File: config.mk
export PLATFORM = sky130hd
export DESIGN_NAME = mod_mul_sequencer
export DESIGN_NICKNAME = d
export VERILOG_FILES = /design/src/rtl/mod_arith_pkg.sv /design/src/rtl/sync_fifo.sv /design/src/rtl/mod_mul_sequencer.sv
export SDC_FILE = /design/constraint.sdc
export NUM_CORES = 2
export LEC_CHECK = 0
export ABC_AREA = 1
export CAP_MARGIN = 10
export CORE_UTILIZATION = 45
export DETAILED_ROUTE_END_ITERATION = 8
export PLACE_DENSITY = 0.68
export SLEW_MARGIN = 40
export SYNTH_ARGS = -nofsm -noshare
export SYNTH_HDL_FRONTEND = slang
export SYNTH_SLANG_ARGS = --single-unit
File: constraint.sdc
create_clock -name clk -period 22.2 [get_ports clk]
set_input_delay 4.44 -clock clk [delete_from_list [all_inputs] [get_ports clk]]
set_output_delay 4.44 -clock clk [all_outputs]
set_load 0.03 [all_outputs]
File: src/rtl/mod_arith_pkg.sv
// Shared constants and FSM encoding for the modular-multiplier issue logic.
// The multiplier wrappers import the same package.
package mod_arith_pkg;

    localparam int DEF_WIDTH = 128;
    localparam int DEF_P     = 37;
    localparam int DEF_TAG_W = 8;

    typedef enum logic [1:0] {
        ST_IDLE,
        ST_LAUNCH,
        ST_WAIT,
        ST_DRAIN
    } seq_state_e;

endpackage

File: src/rtl/sync_fifo.sv
// Single-clock FIFO with registered pointers. It has one extra pointer bit to tell full from empty.
// There is no fall-through: a pushed word becomes visible the cycle after the push.
module sync_fifo #(
    parameter int W     = 8,
    parameter int DEPTH = 4
) (
    input  logic         clk,
    input  logic         reset,
    input  logic         push,
    input  logic [W-1:0] din,
    input  logic         pop,
    output logic [W-1:0] dout,
    output logic         full,
    output logic         empty
);

    localparam int AW = $clog2(DEPTH);

    logic [W-1:0] mem [DEPTH];
    logic [AW:0]  wr_ptr;
    logic [AW:0]  rd_ptr;

    assign empty = (wr_ptr == rd_ptr);
    assign full  = (wr_ptr[AW] != rd_ptr[AW]) && (wr_ptr[AW-1:0] == rd_ptr[AW-1:0]);
    assign dout  = mem[rd_ptr[AW-1:0]];

    // NOTE: the storage array has no reset. Validity comes from the pointers alone, so the array can map to plain RAM.
    always_ff @(posedge clk) begin
        if (push && !full) begin
            mem[wr_ptr[AW-1:0]] <= din;
        end
    end

    // NOTE: registers use non-blocking assignment so every flop samples pre-edge values whatever the block order.
    always_ff @(posedge clk or posedge reset) begin
        if (reset) begin
            wr_ptr <= '0;
            rd_ptr <= '0;
        end else begin
            if (push && !full) begin
                wr_ptr <= wr_ptr + (AW+1)'(1);
            end
            if (pop && !empty) begin
                rd_ptr <= rd_ptr + (AW+1)'(1);
            end
        end
    end

endmodule

File: src/rtl/mod_mul_sequencer.sv
// Issue stage for the a*b mod P multiplier. It queues requests and launches one op at a time with a reset pulse,
// waits for a fresh done (with a timeout), and returns results in order on a valid/ready stream.
module mod_mul_sequencer
    import mod_arith_pkg::*;
#(
    parameter int WIDTH   = DEF_WIDTH,
    parameter int P       = DEF_P,
    parameter int DEPTH   = 4,
    parameter int TAG_W   = DEF_TAG_W,
    parameter int RST_CYC = 2,
    parameter int TIMEOUT = 1024
) (
    input  logic             clk,
    input  logic             reset,
    input  logic             in_valid,
    output logic             in_ready,
    input  logic [WIDTH-1:0] in_a,
    input  logic [WIDTH-1:0] in_b,
    input  logic [TAG_W-1:0] in_tag,
    output logic             out_valid,
    input  logic             out_ready,
    output logic [WIDTH-1:0] out_r,
    output logic [TAG_W-1:0] out_tag,
    output logic             out_err,
    output logic [WIDTH-1:0] mm_a,
    output logic [WIDTH-1:0] mm_b,
    output logic             mm_reset,
    input  logic [WIDTH-1:0] mm_r,
    input  logic             mm_done,
    output logic             busy,
    output logic             err_range,
    output logic             err_tmo
);

    localparam int FW   = 2*WIDTH + TAG_W;
    localparam int RC_W = $clog2(RST_CYC + 1);
    localparam int TC_W = $clog2(TIMEOUT);
    localparam logic [WIDTH-1:0] P_W = WIDTH'(P);

    seq_state_e       state;
    seq_state_e       state_next;
    logic             push;
    logic             pop;
    logic             fifo_full;
    logic             fifo_empty;
    logic [FW-1:0]    fifo_dout;
    logic [WIDTH-1:0] op_a;
    logic [WIDTH-1:0] op_b;
    logic [TAG_W-1:0] op_tag;
    logic [RC_W-1:0]  rst_cnt;
    logic [TC_W-1:0]  tmo_cnt;
    logic             armed;
    logic             out_free;
    logic             fire_done;
    logic             fire_tmo;
    logic             finish;
    logic [WIDTH-1:0] res_r;
    logic [WIDTH-1:0] hold_r;
    logic             hold_err;

    assign in_ready = !fifo_full;
    assign push     = in_valid && in_ready;
    assign out_free = !out_valid || out_ready;
    assign mm_a     = op_a;
    assign mm_b     = op_b;
    assign finish   = fire_done || fire_tmo;
    assign res_r    = fire_done ? mm_r : '0;
    assign busy     = !fifo_empty || (state != ST_IDLE) || out_valid;

    sync_fifo #(
        .W     (FW),
        .DEPTH (DEPTH)
    ) u_fifo (
        .clk   (clk),
        .reset (reset),
        .push  (push),
        .din   ({in_tag, in_b, in_a}),
        .pop   (pop),
        .dout  (fifo_dout),
        .full  (fifo_full),
        .empty (fifo_empty)
    );

    always_ff @(posedge clk or posedge reset) begin
        if (reset) begin
            state <= ST_IDLE;
        end else begin
            state <= state_next;
        end
    end

    // NOTE: every signal driven here gets a default first, so no path leaves it unassigned and no latch is inferred.
    always_comb begin
        state_next = state;
        pop        = 1'b0;
        mm_reset   = 1'b0;
        fire_done  = 1'b0;
        fire_tmo   = 1'b0;
        case (state)
            ST_IDLE: begin
                if (!fifo_empty && out_free) begin
                    pop        = 1'b1;
                    state_next = ST_LAUNCH;
                end
            end
            ST_LAUNCH: begin
                mm_reset = 1'b1;
                if (rst_cnt == RC_W'(RST_CYC - 1)) begin
                    state_next = ST_WAIT;
                end
            end
            ST_WAIT: begin
                // A real completion wins over a timeout that expires in the same cycle.
                fire_done = armed && mm_done;
                fire_tmo  = !fire_done && (tmo_cnt == TC_W'(TIMEOUT - 1));
                if (fire_done || fire_tmo) begin
                    state_next = out_free ? ST_IDLE : ST_DRAIN;
                end
            end
            ST_DRAIN: begin
                if (out_free) begin
                    state_next = ST_IDLE;
                end
            end
            default: state_next = ST_IDLE;
        endcase
    end

    always_ff @(posedge clk or posedge reset) begin
        if (reset) begin
            op_a      <= '0;
            op_b      <= '0;
            op_tag    <= '0;
            rst_cnt   <= '0;
            tmo_cnt   <= '0;
            armed     <= 1'b0;
            hold_r    <= '0;
            hold_err  <= 1'b0;
            out_valid <= 1'b0;
            out_r     <= '0;
            out_tag   <= '0;
            out_err   <= 1'b0;
            err_range <= 1'b0;
            err_tmo   <= 1'b0;
        end else begin
            if (pop) begin
                {op_tag, op_b, op_a} <= fifo_dout;
            end

            if (state == ST_LAUNCH) begin
                rst_cnt <= rst_cnt + RC_W'(1);
                armed   <= 1'b0;
                tmo_cnt <= '0;
            end else begin
                rst_cnt <= '0;
            end

            // Arming on a low done ignores a done level left over from the previous op.
            if (state == ST_WAIT) begin
                tmo_cnt <= tmo_cnt + TC_W'(1);
                if (!mm_done) begin
                    armed <= 1'b1;
                end
            end

            if (finish && !out_free) begin
                hold_r   <= res_r;
                hold_err <= fire_tmo;
            end

            if (finish && out_free) begin
                out_valid <= 1'b1;
                out_r     <= res_r;
                out_tag   <= op_tag;
                out_err   <= fire_tmo;
            end else if ((state == ST_DRAIN) && out_free) begin
                out_valid <= 1'b1;
                out_r     <= hold_r;
                out_tag   <= op_tag;
                out_err   <= hold_err;
            end else if (out_ready) begin
                out_valid <= 1'b0;
            end

            if (fire_tmo) begin
                err_tmo <= 1'b1;
            end
            if (push && ((in_a >= P_W) || (in_b >= P_W))) begin
                err_range <= 1'b1;
            end
        end
    end

endmodule

==> flow_metrics.tcl <==
set metrics [dict create \
    run_status "finished clean" \
    synth_area_mm2 0.0622 \
    synth_seq_cells 1610 \
    netlist_top_cells_area "edfxtp_1 51%, dfrtp_1 22%, nor2_1 5.8%" \
    postCtsHoldBufs 0 \
    hpwl_mm 103 \
    syn_inst 4952 \
    path_clk_slew_ns 0.06 \
    firstDrtPassIters 6 \
    grt_pass1_wl_mm 251 \
    crit_buf_inv 4 \
    core_mm2 0.137 \
    detailed_place.area_mm2 0.0719 \
    cts_tree "yes" \
    area_growth_pct 24.7 \
    crit_path_top_delay_cell "buf_4" \
    avgRoutedWirePerCell_um 22.0 \
    clock_latency_ns 0.81 \
    rows 136 \
    yosysTopAreaCell "edfxtp_1" \
    drive_gt1_share_pct 10.2 \
    grt_max_degree 190 \
    io_pins 796 \
    p_comb_share_pct 38.2 \
    p_sw_mw 4.38 \
    cts_max_level 4 \
    r2r-start "u_fifo.rd_ptr[1]" \
    drtIter0Drc 2881 \
    cts-root-buf "clkbuf_16" \
    io_buffers 795 \
    die_h_um 374 \
    synth.yosys.seq_area_share_pct 73.2 \
    drc 0 \
    p_per_area_mw_per_mm2 153 \
    p_clk_share_pct 23.5 \
    p_leak_nw 28.6 \
    top_layer_used "met5" \
    finalClockSkew_ns 0.0574 \
    netlist.area_leader.share_pct 51.0 \
    p_int_mw 7.50 \
    worstMarginPinSlew_ns 0.866 \
    cts_made_buffers 165 \
    crit_path_end_kind "flip-flop" \
    die-width_um 374 \
    r2r_setup_slack_ns 17.33 \
    criticalPathCategory "in -> reg" \
    cts_buffer_depth 3 \
    ys_warn_count 0 \
    critPathLaunch "in_valid" \
    cp.required_ns 22.61 \
    initial_core_util_pct 45.3 \
    ir_drop_mv 0.0900 \
    holdCritPathClass "reg -> reg" \
    clock-sinks 1610 \
    worst_ep_arrival_time_ns 8.07 \
    gp_congestion 0.821 \
    crit_top_cell "buf_4" \
    crit_chain "clkdlybuf4s50_1 > nand2_1 > nor2_4 > buf_4 > buf_6 > buf_4" \
    finalSetupTns_ns 0 \
    p_seq_share_pct 38.3 \
    syn_avg_cell_area_um2 12.6 \
    cts_resized 0 \
    wirelength_mm 168 \
    antenna_found_initial 39 \
    die_area_mm2 0.140 \
    slew_headroom_pct 42.2 \
    num_vias 41000 \
    synth_cell_type_count 35 \
    fmax_mhz 131 \
    grt-ovfl-total 0 \
    hold_start "rst_cnt[0]" \
    post-cts-setup-buffers 0 \
    track_usage_pct 23.7 \
    placed_cells 7311 \
    final_cells 7637 \
    fin_area_mm2 0.0776 \
    period_needed_ns 7.66 \
    critPathTopFamily "buffers and inverters" \
    hold_slack_ns 0.441 \
    hold_violations 0 \
    total_power_mw 11.9 \
    finalSetupViolCount 0 \
    nets 6093 \
    cap_violations 0 \
    p_sw_share_pct 36.9 \
    grt_pass1_vias 39900 \
    critPathLaunchType "primary input" \
    dr_wl_met3_mm 11.7 \
    postRouteAntennaNets 0 \
    wl_met1_mm 70.1 \
    rsz0062_at_grt "false" \
    drt-vias-per-instance 5.37 \
    synth_nets 5360 \
    finalMaxSlewViolations 0 \
    cpPeakStageDelay_ns 0.78 \
    finalCritPeriodShare_pct 34.5 \
    crit_fanout 56 \
    route.met2.wl_mm 80.4 \
]
flip-flops by register name, indices dropped and copies added, names as in the netlist:
register and cells:
u_fifo.mem 1056, hold_r 128, mm_a 128, mm_b 128
out_r 128, tmo_cnt 10, op_tag 8, out_tag 8
u_fifo.rd_ptr 3, u_fifo.wr_ptr 3, rst_cnt 2, state 2
armed 1, err_range 1, err_tmo 1, hold_err 1
out_err 1, out_valid 1
power groups by stage:
stage	clock [mW]	combinational [mW]	sequential, mW
finish	2.79	4.54	4.55
global route	2.95	4.89	4.63
CTS	2.84	4.59	4.56
detailed placement	0	4.57	4.61
global placement	0	4.41	4.62
floorplan	0	2.20	5.42
cells in the mapped netlist (all sizes together):
cell       n
a21oi     11
and2       1
and3       1
buf      107
clkbuf   188
dfrtp    554
edfxtp  1056
ha        11
inv       46
mux2     264
nand2    735
nand3     13
nand3b     1
nand4      3
nor2     969
nor3       5
nor4       1
o211ai     1
o21a       1
o21ai    713
o22ai    264
xnor2      4
xor2       3
placed cells by master, fill, tap and decap left out, types with 7 or more instances in the layout:
cell             instances
clkinvlp_4               7
bufinv_16               13
nand3_1                 11
ha_1                    11
o22ai_1                264
diode_2                 16
clkdlybuf4s50_1        795
o21ai_0                701
clkinv_2                24
o21ai_1                 12
inv_1                   39
mux2_1                   8
mux2_2                 256
dfrtp_1                552
buf_16                   7
edfxtp_1              1056
buf_4                   21
a21oi_1                 10
nor2_1                 963
clkinv_1                27
buf_12                   8
nand2_1                732
buf_6                   26
clkbuf_1                35
clkbuf_8                18
clkbuf_16              166
worst paths after layout:
kind | end | depth (start not counted)
setup / recovery | u_fifo.mem[2][254] | 6
max in group asynchronous | out_r[4] | 5
hold reg to reg | rst_cnt[0] | 1
min in group asynchronous | out_r[112] | 2
hold / removal | rst_cnt[0] | 1
setup reg to reg | u_fifo.mem[2][254] | 8
final cells by class:
| cell class | count | area, µm² |
|---|---|---|
| fillers | 11100 | 59800 |
| flip-flops and latches | 1610 | 45600 |
| multi-input cells | 3001 | 15100 |
| repair buffers | 861 | 8820 |
| clock buffers | 218 | 4520 |
| well taps | 1794 | 2240 |
| clock inverters | 91 | 1030 |
| inverters | 46 | 210 |
| diodes | 16 | 40.0 |
per-layer routing:
layer	vias to the layer above	GRT usage [%]
met5	-	0
met4	40	9.24
met3	301	5.61
met2	1344	37.8
met1	20400	31.3
li1	18900	-
stage by stage:
| stage | setup WS (ns) | util [%] |
|---|---|---|
| after global placement | 12.54 | 52.1 |
| after floorplan | 2.27 | - |
| final | 14.54 | 56.5 |
| after global routing | 14.40 | 56.5 |
| after detailed placement | 13.06 | 52.4 |
| after CTS | 13.88 | 56.4 |
worst reg2reg max path: stages, from the launching register on:
cell      delay, ns
dfrtp_4        0.63
buf_12         0.24
xnor2_1        0.17
nand3b_1       0.34
nand2_1        0.42
nor2_4         0.54
buf_4          0.62
buf_6          0.65
buf_4          0.86
cell families after synthesis:
family	after synthesis	synth area share (%)
compound gates	990	8.51
xor+xnor	7	0.0985
fa+ha+maj	11	0.221
buf+inv	341	2.59
flops	1610	73.2
mux	264	4.78
simple gates	1729	10.6
No activity file was read; power rests on OpenSTA's default activity.
